## config.mk

```make
export PLATFORM = sky130hd
export DESIGN_NAME = sw_debounce
export DESIGN_NICKNAME = d
export VERILOG_FILES = /design/src/rtl/sw_debounce_pkg.sv /design/src/rtl/sw_filter.sv /design/src/rtl/sw_debounce.sv
export SDC_FILE = /design/constraint.sdc
export NUM_CORES = 1
export LEC_CHECK = 0
export BUFFER_PORTS_ARGS = -buffer_cell sky130_fd_sc_hd__clkbuf_2
export CAP_MARGIN = 20
export CORE_MARGIN = 3
export CORE_UTILIZATION = 60
export CTS_CLUSTER_DIAMETER = 100
export DETAILED_ROUTE_END_ITERATION = 12
export PLACE_DENSITY = 0.79
export SYNTH_ARGS = -nofsm -noshare
export SYNTH_HDL_FRONTEND = slang
export SYNTH_HIERARCHICAL = 1
export SYNTH_SLANG_ARGS = --single-unit
```

## constraint.sdc

```tcl
create_clock -name i_clk -period 2.61 [get_ports i_clk]
set_input_delay 0.522 -clock i_clk [delete_from_list [all_inputs] [get_ports i_clk]]
set_output_delay 0.522 -clock i_clk [all_outputs]
set_load 0.1 [all_outputs]
```

## src/rtl/sw_debounce_pkg.sv

```systemverilog
// sw_debounce_pkg: shared state type and default timing constants for the button conditioner.
package sw_debounce_pkg;
  typedef enum logic [1:0] {IDLE, HELD, LONG} state_t;
  localparam int DEF_DEBOUNCE_CNT = 100000;
  localparam int DEF_LONG_CNT = 10000000;
  localparam int DEF_REPEAT_CNT = 2000000;
  function automatic int max_cnt(input int a, input int b);
    return a > b ? a : b;
  endfunction
endpackage

```

## src/rtl/sw_filter.sv

```systemverilog
// sw_filter: synchronizes the raw active-low button and debounces it into a clean level.
module sw_filter
  import sw_debounce_pkg::*;
#(
  parameter int DEBOUNCE_CNT = DEF_DEBOUNCE_CNT
) (
  input  logic i_clk,
  input  logic i_res_n,
  input  logic i_en,
  input  logic i_sw_n,
  output logic o_level,
  output logic o_rise,
  output logic o_fall
);
  localparam int DW = $clog2(DEBOUNCE_CNT);
  logic [1:0] sync;
  logic [DW-1:0] cnt;
  logic mismatch, toggle;
  always_ff @(posedge i_clk or negedge i_res_n)
    if (!i_res_n) sync <= 2'b11;
    else sync <= {sync[0], i_sw_n};
  assign mismatch = ~sync[1] != o_level;
  assign toggle = i_en && mismatch && cnt == DW'(DEBOUNCE_CNT - 1);
  // Strobes fire the cycle before o_level flips so the top can register events in step with it.
  assign o_rise = toggle & ~o_level;
  assign o_fall = toggle & o_level;
  always_ff @(posedge i_clk or negedge i_res_n)
    if (!i_res_n) begin
      cnt <= '0;
      o_level <= 1'b0;
    end else if (!i_en) begin
      cnt <= '0;
      o_level <= 1'b0;
    end else if (!mismatch || toggle) begin
      cnt <= '0;
      o_level <= o_level ^ toggle;
    end else begin
      cnt <= cnt + 1'b1;
    end
endmodule

```

## src/rtl/sw_debounce.sv

```systemverilog
// sw_debounce: clean button level plus press, release, long-press and auto-repeat pulses.
module sw_debounce
  import sw_debounce_pkg::*;
#(
  parameter int DEBOUNCE_CNT = DEF_DEBOUNCE_CNT,
  parameter int LONG_CNT = DEF_LONG_CNT,
  parameter int REPEAT_CNT = DEF_REPEAT_CNT
) (
  input  logic i_clk,
  input  logic i_res_n,
  input  logic i_en,
  input  logic i_sw_n,
  output logic o_level,
  output logic o_press,
  output logic o_release,
  output logic o_long,
  output logic o_repeat
);
  localparam int HW = $clog2(max_cnt(LONG_CNT, REPEAT_CNT));
  state_t state, state_n;
  logic [HW-1:0] cnt, cnt_n;
  logic rise, fall, press_n, release_n, long_n, repeat_n;
  sw_filter #(.DEBOUNCE_CNT(DEBOUNCE_CNT)) u_filter (
    .i_clk(i_clk),
    .i_res_n(i_res_n),
    .i_en(i_en),
    .i_sw_n(i_sw_n),
    .o_level(o_level),
    .o_rise(rise),
    .o_fall(fall)
  );
  always_ff @(posedge i_clk or negedge i_res_n)
    if (!i_res_n) begin
      state <= IDLE;
      cnt <= '0;
      {o_press, o_release, o_long, o_repeat} <= '0;
    end else begin
      state <= state_n;
      cnt <= cnt_n;
      {o_press, o_release, o_long, o_repeat} <= {press_n, release_n, long_n, repeat_n};
    end
  // Release is checked first so it suppresses a coincident long/repeat event.
  always_comb begin
    state_n = state;
    cnt_n = cnt + 1'b1;
    {press_n, release_n, long_n, repeat_n} = '0;
    if (!i_en) begin
      state_n = IDLE;
      cnt_n = '0;
    end else begin
      unique case (state)
        IDLE: begin
          cnt_n = '0;
          press_n = rise;
          state_n = rise ? HELD : IDLE;
        end
        HELD, LONG: begin
          if (fall) begin
            release_n = 1'b1;
            cnt_n = '0;
            state_n = IDLE;
          end else if (state == HELD && cnt == HW'(LONG_CNT - 1)) begin
            long_n = 1'b1;
            cnt_n = '0;
            state_n = LONG;
          end else if (state == LONG && cnt == HW'(REPEAT_CNT - 1)) begin
            repeat_n = 1'b1;
            cnt_n = '0;
          end
        end
        default: begin
          state_n = IDLE;
          cnt_n = '0;
        end
      endcase
    end
  end
endmodule
```

==> results of run 1 <==
routing by layer:
layer / vias up / GRT usage, %
met5: - / 0
li1: 929 / -
met1: 911 / 30.1
met3: 9 / 3.65
met2: 37 / 36.2
met4: 0 / 7.31
worst register-to-register path: stages, from the launching register on:
cell and delay [ps]:
sky130_fd_sc_hd__dfrtp_1 420, sky130_fd_sc_hd__or4_1 490, sky130_fd_sc_hd__or4_1 610, sky130_fd_sc_hd__o31ai_4 320, sky130_fd_sc_hd__buf_4 320, sky130_fd_sc_hd__nor3_1 130
power groups by stage:
| stage | logic [mW] | registers, mW | clock network (mW) |
|---|---|---|---|
| floorplan | 0.00711 | 0.796 | 0 |
| global placement | 0.0300 | 0.796 | 0 |
| detailed placement | 0.0309 | 0.796 | 0 |
| CTS | 0.0310 | 0.781 | 0.544 |
| global route | 0.0353 | 0.781 | 0.578 |
| finish | 0.0295 | 0.781 | 0.535 |
placed cells by master, fill, tap and decap left out, types with 2 or more instances in the layout:
cell	netlist	routed
sky130_fd_sc_hd__a21oi_1	2	2
sky130_fd_sc_hd__nand2_1	14	14
sky130_fd_sc_hd__inv_1	10	10
sky130_fd_sc_hd__ha_1	8	8
sky130_fd_sc_hd__dfstp_2	2	2
sky130_fd_sc_hd__clkbuf_2	0	8
sky130_fd_sc_hd__xor2_1	8	8
sky130_fd_sc_hd__xnor2_1	19	19
sky130_fd_sc_hd__o31ai_1	5	5
sky130_fd_sc_hd__o21ai_0	7	7
sky130_fd_sc_hd__or3_1	10	10
sky130_fd_sc_hd__nand3_1	14	14
sky130_fd_sc_hd__and3_1	3	3
sky130_fd_sc_hd__nor3_1	18	18
sky130_fd_sc_hd__dfrtp_1	48	48
sky130_fd_sc_hd__nor4_1	8	8
sky130_fd_sc_hd__clkbuf_8	0	5
sky130_fd_sc_hd__nor2_1	21	21
sky130_fd_sc_hd__or4_1	8	8
sky130_fd_sc_hd__nand4_1	9	9
sky130_fd_sc_hd__a211oi_1	10	10
sky130_fd_sc_hd__buf_4	2	3
sky130_fd_sc_hd__and4_1	3	3
sequential cells by signal, summed over array words and instances (netlist names):
| name | cells |
|---|---|
| o_long | 1 |
| o_release | 1 |
| u_filter/cnt | 17 |
| u_filter/sync | 2 |
| o_press | 1 |
| state | 2 |
| u_filter/o_level | 1 |
| cnt | 24 |
| o_repeat | 1 |
layout make-up:
class	count	area [sq um]	share of cell area, %
multi-input cells	183	1230	44.2
inverters	10	37.5	1.35
well taps	50	62.6	2.26
repair buffers	12	82.6	2.98
clock inverters	2	37.5	1.35
clock buffers	6	72.6	2.62
flip-flops and latches	50	1250	45.2
Yosys cell counts, drive strengths merged (2+ instances only):
library cell / count / area, sq um
a21oi: 2 / 10.0
nand3: 15 / 80.1
xnor2: 19 / 166
xor2: 8 / 70.1
or3: 11 / 73.8
dfstp: 2 / 52.6
dfrtp: 48 / 1200
buf: 5 / 30.0
a211oi: 10 / 75.1
o31ai: 6 / 58.8
ha: 8 / 100
inv: 10 / 37.5
nand4: 10 / 77.6
nor3: 19 / 100
o21ai: 7 / 35.0
nand2: 14 / 52.6
clkbuf: 3 / 11.3
and4: 3 / 26.3
and3: 3 / 18.8
nor2: 21 / 78.8
nor4: 8 / 50.1
or4: 8 / 60.1
metrics by stage:
stage | instances | setup slack, ps | total power, mW | hold WS (ps)
2_1_floorplan | 251 | 299 | 0.803 | 226
4_1_cts | 313 | 206 | 1.36 | 228
5_1_grt | 313 | 55.7 | 1.40 | 258
6_report | 313 | 190 | 1.34 | 214
3_5_place_dp | 305 | 225 | 0.827 | 349
3_3_place_gp | 305 | 294 | 0.826 | 347
worst min path at each step:
stage	startpoint	endpoint	slack, ps	cells past startpoint
floorplan	i_res_n	cnt[0]	230	0
global placement	u_filter/sync[0]	u_filter/sync[1]	350	0
detailed placement	u_filter/sync[0]	u_filter/sync[1]	350	0
CTS	i_res_n	cnt[8]	230	1
global route	i_res_n	cnt[8]	260	1
finish	i_res_n	o_long	210	1
kinds of logic after synthesis:
group,count (synthesis),share of synthesized area (%)
multiplexers,2,0.831
adder cells (fa/ha/maj),8,3.91
AO/OA/AOI/OAI,25,6.99
buffers and inverters,18,3.08
AND/OR/NAND/NOR,121,27.0
XOR/XNOR,27,9.24
flip-flops,50,49.0
==> run summary, run 1 <==
* time the final worst path needs with I/O delays and setup: 2420 ps
* clock tree from TritonCTS: built
* detailed-routed wire length on met3: 181 um
* antenna-violating nets left: 0
* number of cells on the critical path: 5
* number of distinct library cells after synthesis: 39
* actual slew at the worst max-slew pin: 688 ps
* Post-DP HPWL: 3530 um
* Num Clock Sinks: 50
* number of diodes added for antenna fixing: 0
* slowest stage delay, CP: 610 ps
* quantity of I/O buffers inserted on ports: 8
* net count reported at finish: 274
* final-report setup violation count: 0
* number of resized instances in the post-cts repair step: 0
* synthesized net count: 263
* data required time at the worst endpoint: 2780 ps
* num ports: 9
* WS Path Type: register to register
* count of synthesis-stage warnings from yosys: 6
* floorplan die width: 71.3 um
* min-delay worst type: input pin to async pin
* cell area after layout: 2770 sq um
* Filler Cells Inserted: 311
* Hold Violations, Final: 0
* crit start category: register
* Max Freq: 413 MHz
* die area: 5090 sq um
* total CTS buffers: 5
* wire length on met1: 2300 um
* worst max-slew margin expressed relative to the limit: 54.0%
* vertical die dimension: 71.3 um
* core area: 4060 sq um
* starting utilization of the core area: 63.1%
* all-layer global routing usage: 22.1%
* cell at the slowest stage of the critical path: sky130_fd_sc_hd__or4_1
* count of buffers added by post-CTS timing repair for setup: 0
* row cnt: 23
* fraction of layout cells with a size suffix above 1: 10.6%
* GPL Wtd Cong: 0.817
* Period Utilization, post-route: 92.7%
* worst clock skew: 7.74 ps
* maximum fanout count along the critical path: 25
* outcome: complete, no violations
* clock group share of total power: 39.8%
* routed len/inst: 16.0 um
* Reg2Reg Launch Point: cnt[8]
* worst r2r dst: cnt[7]
* gr ovfl total: 0
* endpoint of the most critical setup path: cnt[7]
* cell type with the highest occurrence count on the critical path: sky130_fd_sc_hd__or4_1
* reg-to-reg slack, setup: 190 ps
* capturing element type of the critical path: register
* Top Metal Used: met4
* portion of the post-synthesis area used by sequential elements: 49.0%
* end-of-flow core utilization: 68.4%
* sum of negative setup slack: 0 ps
* root buffer cell: sky130_fd_sc_hd__clkbuf_8
* number of maximum-capacitance violations: 0
* launching instance or port of the critical path: cnt[8]
* sequential share of power: 58.1%
* metal2 WL: 2460 um
* static power due to leakage: 1.07 nW
* number of enable-type register cells in the synthesized netlist: 0
* cell area after placement: 2660 sq um
* Clock H-tree levels: 2
* detailed-routing iteration count for the pre-antenna-repair pass: 4
* Cells after Synth: 251
* # DRC: 0
* via count of the routed design: 1886
* cell-by-cell listing of the critical path: or4_1 -> or4_1 -> o31ai_4 -> buf_4 -> nor3_1
* internal power: 1.07 mW
* maximum buffer depth of the clock tree: 2
* Max Slew Vio Count: 0
* initial DRC count: 102
* cell class contributing the biggest share of worst-path delay: simple AND/OR/NAND/NOR gates
* average cell area after synthesis: 10.2 sq um
* vias per cell: 6.03
* count of buffer and inverter cells on the critical path: 1
* drt total wl: 5020 um
* peak supply drop: 0.333 mV
* Worst Path Arrival: 2590 ps
* async set-reset flop share out of synthesis: 100%
* prevailing post-synth register cell: sky130_fd_sc_hd__dfrtp_1
* setup repair after global routing missed its margin: no
* Power per Cell Area: 485 nW/um^2
* pin count of the biggest net entering global routing: 29
* clock transition at the registers of the reported paths: 90 ps
* area growth from synthesis to final layout: 8.36%
* combinational cell fraction of total power: 2.2%
* Post-CTS Hold Buffers: 0
* sw frac: 20.4%
* flip-flop and latch count after synthesis: 50
* initial antenna violation count: 0
* Worst R2R Path Depth: 5
* vias in the first global route: 1893
* net switching power figure: 0.274 mW
* clock latency on the worst-skew pair: 300 ps
* area of the mapped netlist: 2560 sq um
* global-route wire length before repair: 8940 um
Power figures use the tool's default switching activity.
==> inputs of run 2 (changes only) <==
- ABC_AREA: not set -> 1
- PLACE_DENSITY: 0.79 -> 0.78
==> run 2 against run 1 <==
  * Critical path depth is 4 higher
  * Sequential share of layout area is 5.2 points lower
  * Non-clock buffer count is 2 lower
  * Via count is 29% higher
  * Flip-flop and latch count stayed put
  * Cell count is 55% higher
  * Sequential power hardly changed
==> run summary, run 2 <==
* clock latency on the worst-skew pair: 310 ps, was 300 ps
* pin count of the biggest net entering global routing: 51, was 29
* row cnt: 24, was 23
* number of distinct library cells after synthesis: 29, was 39
* final-report setup violation count: 0, unchanged
* Filler Cells Inserted: 396, was 311
* most common cell in the netlist: sky130_fd_sc_hd__nand2_1, was sky130_fd_sc_hd__dfrtp_1
* worst hold endpoint: u_filter/sync[0]
* number of flip-flops in the largest register: 24, unchanged
* outcome: complete, no violations, unchanged
* Worst R2R Path Depth: 9, was 5
* sum of negative setup slack: 0 ps, unchanged
* floorplan die width: 75.9 um, was 71.3 um
* antenna-violating nets left: 0, unchanged
* number of resized instances in the post-cts repair step: 0, unchanged
* number of diodes added for antenna fixing: 0, unchanged
* worst hold path startpoint: i_sw_n
* flip-flop and latch count after synthesis: 50, unchanged
* maximum buffer depth of the clock tree: 2, unchanged
* min-delay worst type: input pin to register, was input pin to async pin
* worst r2r dst: cnt[16], was cnt[7]
* biggest area contributors in the synthesized netlist: sky130_fd_sc_hd__dfrtp_1 41%, sky130_fd_sc_hd__nand2_1 14%, sky130_fd_sc_hd__nor2_1 12%, was sky130_fd_sc_hd__dfrtp_1 47%, sky130_fd_sc_hd__xnor2_1 6.5%, sky130_fd_sc_hd__ha_1 3.9%
* core area: 4530 sq um, was 4060 sq um
* initial antenna violation count: 0, unchanged
* Max Freq: 441 MHz, was 413 MHz
* Hold Violations, Final: 0, unchanged
* vias per cell: 5.01, was 6.03
* starting utilization of the core area: 64.7%, was 63.1%
* Max Slew Vio Count: 0, unchanged
* WS Path Type: register to register, unchanged
* actual slew at the worst max-slew pin: 604 ps, was 688 ps
* vias in the first global route: 2358, was 1893
* Pwr Total: 1.25 mW, was 1.34 mW
* die area: 5770 sq um, was 5090 sq um
* Num Clock Sinks: 50, unchanged
* Post-DP HPWL: 4120 um, was 3530 um
* worst max-slew margin expressed relative to the limit: 59.8%, was 54.0%
* number of placed instances, taps included: 476, was 305
* net count reported at finish: 430, was 274
* count of synthesis-stage warnings from yosys: 6, unchanged
* num ports: 9, unchanged
* static power due to leakage: 1.31 nW, was 1.07 nW
* Period Utilization, post-route: 86.9%, was 92.7%
* peak supply drop: 0.327 mV, was 0.333 mV
* routed len/inst: 11.5 um, was 16.0 um
* Clock H-tree levels: 2, unchanged
* maximum fanout count along the critical path: 22, was 25
* quantity of I/O buffers inserted on ports: 8, unchanged
* clock tree from TritonCTS: built, unchanged
* drt total wl: 5580 um, was 5020 um
* Post-CTS Hold Buffers: 0, unchanged
* root buffer cell: sky130_fd_sc_hd__clkbuf_8, unchanged
* Finished Layout Cells: 484, was 313
* average cell area after synthesis: 7.27 sq um, was 10.2 sq um
* detailed-routing iteration count for the pre-antenna-repair pass: 5, was 4
* fraction of layout cells with a size suffix above 1: 9.79%, was 10.6%
* crit start category: register, unchanged
* Worst Path Arrival: 2490 ps, was 2590 ps
* time the final worst path needs with I/O delays and setup: 2270 ps, was 2420 ps
* Reg2Reg Launch Point: u_filter/cnt[0], was cnt[8]
* fin worst setup slack: 341 ps, was 190 ps
* Cells after Synth: 404, was 251
* prevailing post-synth register cell: sky130_fd_sc_hd__dfrtp_1, unchanged
* top flop regs: cnt x24, u_filter/cnt x17, unchanged
* async set-reset flop share out of synthesis: 100%, unchanged
* Power per Cell Area: 400 nW/um^2, was 485 nW/um^2
* most flop-heavy register: cnt, unchanged
* dominant cell type by area after synthesis: sky130_fd_sc_hd__dfrtp_1, unchanged
* area of the mapped netlist: 2940 sq um, was 2560 sq um
* total CTS buffers: 5, unchanged
* area growth from synthesis to final layout: 6.86%, was 8.36%
* worst clock skew: 9.55 ps, was 7.74 ps
* top-area cell type share of the netlist area: 40.9%, was 46.9%
* vertical die dimension: 75.9 um, was 71.3 um
* portion of the post-synthesis area used by sequential elements: 42.7%, was 49.0%
* setup repair after global routing missed its margin: no, unchanged
* capturing element type of the critical path: register, unchanged
* count of buffers added by post-CTS timing repair for setup: 0, unchanged
* reg-to-reg slack, setup: 340 ps, was 190 ps
* most common cell after layout, fill and taps aside: sky130_fd_sc_hd__nand2_1, was sky130_fd_sc_hd__dfrtp_1
* global-route wire length before repair: 10400 um, was 8940 um
* clock transition at the registers of the reported paths: 90 ps, about the same
* all-layer global routing usage: 22.0%, was 22.1%
* GPL Wtd Cong: 0.914, was 0.817
* number of maximum-capacitance violations: 0, unchanged
* top library cells by usage in the layout, fill and taps aside: 106 x sky130_fd_sc_hd__nand2_1, 97 x sky130_fd_sc_hd__nor2_1, 51 x sky130_fd_sc_hd__inv_1, was 48 x sky130_fd_sc_hd__dfrtp_1, 21 x sky130_fd_sc_hd__nor2_1, 19 x sky130_fd_sc_hd__xnor2_1
* # DRC: 0, unchanged
* number of enable-type register cells in the synthesized netlist: 0, unchanged
* most numerous cell types in the synthesized netlist: 106 x sky130_fd_sc_hd__nand2_1, 97 x sky130_fd_sc_hd__nor2_1, 51 x sky130_fd_sc_hd__inv_1, was 48 x sky130_fd_sc_hd__dfrtp_1, 21 x sky130_fd_sc_hd__nor2_1, 19 x sky130_fd_sc_hd__xnor2_1
* Setup Slack @ Placement: 341 ps, was 225 ps
* initial DRC count: 163, was 102
* synthesized net count: 416, was 263
* gr ovfl total: 0, unchanged
* data required time at the worst endpoint: 2830 ps, was 2780 ps
* via count of the routed design: 2427, was 1886
* WHS Path Cells: 1
run 2: changes by cell type in the layout (fill, tap and decap cells not counted), moves of 13 or more:
| cell | previous run | this run |
|---|---|---|
| sky130_fd_sc_hd__nand3_1 | 14 | 28 |
| sky130_fd_sc_hd__xnor2_1 | 19 | 5 |
| sky130_fd_sc_hd__inv_1 | 10 | 51 |
| sky130_fd_sc_hd__nand2_1 | 14 | 106 |
| sky130_fd_sc_hd__nor3_1 | 18 | 5 |
| sky130_fd_sc_hd__nor2_1 | 21 | 97 |
run 2: worst max path at each step:
stage | start | endpoint | slack (ps) | cells past startpoint
3_5_place_dp | u_filter/cnt[0] | cnt[16] | 340 | 9
2_1_floorplan | u_filter/o_level | cnt[9] | 230 | 9
3_3_place_gp | u_filter/cnt[0] | cnt[18] | 430 | 9
4_1_cts | u_filter/cnt[0] | cnt[16] | 300 | 9
5_1_grt | u_filter/cnt[0] | cnt[13] | 150 | 9
6_report | u_filter/cnt[0] | cnt[16] | 340 | 9
run 2: power breakdown:
group	switching, mW	internal, mW	total (mW)
Combinational	0.0252	0.00700	0.0322
Clock	0.254	0.188	0.443
Sequential	0.00168	0.778	0.780
Total	0.281	0.974	1.25
run 2: final cells by class:
class | instances | area (sq um) | share of cell area [%]
multi-input combinational | 298 | 1460 | 46.4
sequential | 50 | 1250 | 40.0
inverter | 53 | 199 | 6.34
tap | 65 | 81.3 | 2.59
clock buffer | 5 | 68.8 | 2.19
timing repair buffer | 10 | 55.1 | 1.76
clock inverter | 3 | 21.3 | 0.678
run 2: logic make-up (layout without fill, tap and decap cells):
| kind of cell | count (synthesis) | count (layout) | share of synthesized area (%) |
|---|---|---|---|
| AO/OA/AOI/OAI | 7 | 7 | 1.45 |
| XOR/XNOR | 19 | 19 | 5.67 |
| adder cells (fa/ha/maj) | 8 | 8 | 3.41 |
| buffers and inverters | 56 | 71 | 7.67 |
| flip-flops | 50 | 50 | 42.7 |
| AND/OR/NAND/NOR | 264 | 264 | 39.1 |
run 2: critical path, cell delays in order, from the launching register on:
cell	delay, ps
sky130_fd_sc_hd__dfrtp_1	400
sky130_fd_sc_hd__ha_1	250
sky130_fd_sc_hd__nand2_2	100
sky130_fd_sc_hd__nor2_4	70
sky130_fd_sc_hd__nand4_2	130
sky130_fd_sc_hd__nor2_1	80
sky130_fd_sc_hd__ha_1	200
sky130_fd_sc_hd__nor3_1	300
sky130_fd_sc_hd__nand3_2	430
sky130_fd_sc_hd__nor2_1	210
run 2: routing by layer:
layer	share of wire, %	vias up	GRT usage, %
li1	-	1268	-
met1	50	1088	31.6
met2	42	57	33.1
met3	5.5	14	4.74
met4	2.0	0	7.97
met5	0	-	0
run 2: through the flow:
step | cell area (sq um) | util, % | hold slack, ps
3_3_place_gp | 3050 | 67.2 | 351
2_1_floorplan | 2940 | - | 226
6_report | 3140 | 69.2 | 295
5_1_grt | 3140 | 69.2 | 274
3_5_place_dp | 3050 | 67.2 | 348
4_1_cts | 3140 | 69.2 | 286
==> inputs of run 3 (changes only) <==
- HOLD_SLACK_MARGIN: not set -> 0.15
- REMOVE_ABC_BUFFERS: not set -> 1
- TNS_END_PERCENT: not set -> 1
==> run 3 against run 2 <==
  * Final area shrank 0.16%
  * Die area is the same
  * Via count grew 0.82%
  * Register-to-register slack lost 130 ps
  * Total power shrank 0.20%
  * Largest cell class unchanged
  * Largest power group unchanged
  * Highest routed layer unchanged
==> run summary, run 3 (synthesis gave the netlist of run 2 again) <==
* pin count of the biggest net entering global routing: 30, was 51
* peak supply drop: 0.396 mV, was 0.327 mV
* Worst Path Arrival: 2610 ps, was 2490 ps
* GPL Wtd Cong: 0.927, was 0.914
* clock group share of total power: 35.2%, was 35.3%
* capturing element type of the critical path: register, unchanged
* Clock H-tree levels: 2, unchanged
* sum of negative setup slack: 0 ps, unchanged
* Period Utilization, post-route: 91.7%, was 86.9%
* worst clock skew: 11.3 ps, was 9.55 ps
* routed len/inst: 11.7 um, was 11.5 um
* fraction of layout cells with a size suffix above 1: 9.31%, was 9.79%
* starting utilization of the core area: 64.7%, unchanged
* outcome: complete, no violations, unchanged
* min-delay worst type: input pin to async pin, was input pin to register
* drt total wl: 5640 um, was 5580 um
* quantity of I/O buffers inserted on ports: 8, unchanged
* fin worst setup slack: 216 ps, was 341 ps
* top library cells by usage in the layout, fill and taps aside: 106 x sky130_fd_sc_hd__nand2_1, 97 x sky130_fd_sc_hd__nor2_1, 51 x sky130_fd_sc_hd__inv_1, unchanged
* net switching power figure: 0.278 mW, was 0.281 mW
* clock transition at the registers of the reported paths: 90 ps, about the same
* Num Clock Sinks: 50, unchanged
* vias in the first global route: 2317, was 2358
* num ports: 9, unchanged
* number of resized instances in the post-cts repair step: 0, unchanged
* via count of the routed design: 2447, was 2427
* Hold Violations, Final: 0, unchanged
* root buffer cell: sky130_fd_sc_hd__clkbuf_8, unchanged
* total CTS buffers: 5, unchanged
* row cnt: 24, unchanged
* Post-CTS Hold Buffers: 0, unchanged
* Post-DP HPWL: 4340 um, was 4120 um
* net count reported at finish: 430, unchanged
* number of maximum-capacitance violations: 0, unchanged
* gr ovfl total: 0, unchanged
* die area: 5770 sq um, unchanged
* final-report setup violation count: 0, unchanged
* setup repair after global routing missed its margin: no, unchanged
* WS Path Type: register to register, unchanged
* detailed-routing iteration count for the pre-antenna-repair pass: 4, was 5
* vertical die dimension: 75.9 um, unchanged
* all-layer global routing usage: 21.7%, was 22.0%
* maximum fanout count along the critical path: 22, unchanged
* floorplan die width: 75.9 um, unchanged
* clock tree from TritonCTS: built, unchanged
* sw frac: 22.2%, was 22.4%
* top flop regs: cnt x24, u_filter/cnt x17, unchanged
* vias per cell: 5.06, was 5.01
* combinational cell fraction of total power: 2.6%, about the same
* most flop-heavy register: cnt, unchanged
* worst max-slew margin expressed relative to the limit: 63.9%, was 59.8%
* static power due to leakage: 1.31 nW, about the same
* clock latency on the worst-skew pair: 310 ps, about the same
* area growth from synthesis to final layout: 6.69%, was 6.86%
* global-route wire length before repair: 10300 um, was 10400 um
* core area: 4530 sq um, unchanged
* Max Freq: 418 MHz, was 441 MHz
* initial DRC count: 137, was 163
* actual slew at the worst max-slew pin: 544 ps, was 604 ps
* initial antenna violation count: 0, unchanged
* Power per Cell Area: 400 nW/um^2, about the same
* number of flip-flops in the largest register: 24, unchanged
* # DRC: 0, unchanged
* internal power: 0.974 mW, about the same
* most common cell after layout, fill and taps aside: sky130_fd_sc_hd__nand2_1, unchanged
* maximum buffer depth of the clock tree: 2, unchanged
* data required time at the worst endpoint: 2830 ps, about the same
* crit start category: register, unchanged
* count of buffers added by post-CTS timing repair for setup: 0, unchanged
* Max Slew Vio Count: 0, unchanged
* number of diodes added for antenna fixing: 0, unchanged
* antenna-violating nets left: 0, unchanged
* time the final worst path needs with I/O delays and setup: 2390 ps, was 2270 ps
* Setup Slack @ Placement: 245 ps, was 341 ps
* sequential share of power: 62.3%, was 62.2%
==> run 3: cell count changes in the layout (fill, tap and decap cells not counted), sizes merged <==
cell and delta:
clkbuf +1, clkinvlp -1
==> run 3: power by group through the flow <==
stage	sequential (mW)	clock [mW]	combinational, mW
after floorplan	0.795	0	0.0118
final	0.780	0.440	0.0321
after CTS	0.780	0.456	0.0341
after detailed placement	0.795	0	0.0340
after global routing	0.781	0.502	0.0378
after global placement	0.795	0	0.0333
==> run 3: metrics by stage <==
stage	instances	util (%)	area, sq um	hold WS, ps	power, mW
2_1_floorplan	401	-	2910	226	0.807
3_3_place_gp	476	67.2	3050	346	0.828
3_5_place_dp	476	67.2	3050	349	0.829
4_1_cts	484	69.1	3130	187	1.27
5_1_grt	484	69.1	3130	196	1.32
6_report	484	69.1	3130	173	1.25
==> run 3: final cells by class <==
cell class                 instances  area (sq um)
inverter                          53           199
multi-input combinational        298          1460
timing repair buffer              10          55.1
tap                               65          81.3
clock buffer                       6          72.6
sequential                        50          1250
fill                             406          1400
clock inverter                     2          13.8
==> run 3: final timing paths <==
kind,cells past startpoint,slack [ps],to,from
setup / recovery,9,220,cnt[5],u_filter/cnt[0]
hold / removal,1,170,u_filter/cnt[1],i_res_n
setup reg to reg,9,220,cnt[5],u_filter/cnt[0]
hold reg to reg,0,360,u_filter/sync[1],u_filter/sync[0]
max in group asynchronous,2,1650,u_filter/sync[1],i_res_n
min in group i_clk,1,290,u_filter/sync[0],i_sw_n
==> run 3: metal layers <==
metal / up-vias / share of wire (%) / global-route usage (%)
li1: 1268 / - / -
met3: 10 / 4.4 / 5.33
met2: 48 / 45 / 33.4
met4: 0 / 1.6 / 6.70
met5: - / 0 / 0
met1: 1121 / 48 / 30.5
==> run 3: worst max-delay path, stage by stage (launching register included) <==
cell                      delay, ps
sky130_fd_sc_hd__dfrtp_1        410
sky130_fd_sc_hd__ha_1           250
sky130_fd_sc_hd__nand2_2        100
sky130_fd_sc_hd__nor2_4          70
sky130_fd_sc_hd__nand4_2        130
sky130_fd_sc_hd__nor2_1          70
sky130_fd_sc_hd__ha_1           200
sky130_fd_sc_hd__nor3_1         380
sky130_fd_sc_hd__nand3_2        440
sky130_fd_sc_hd__nor2_1         260
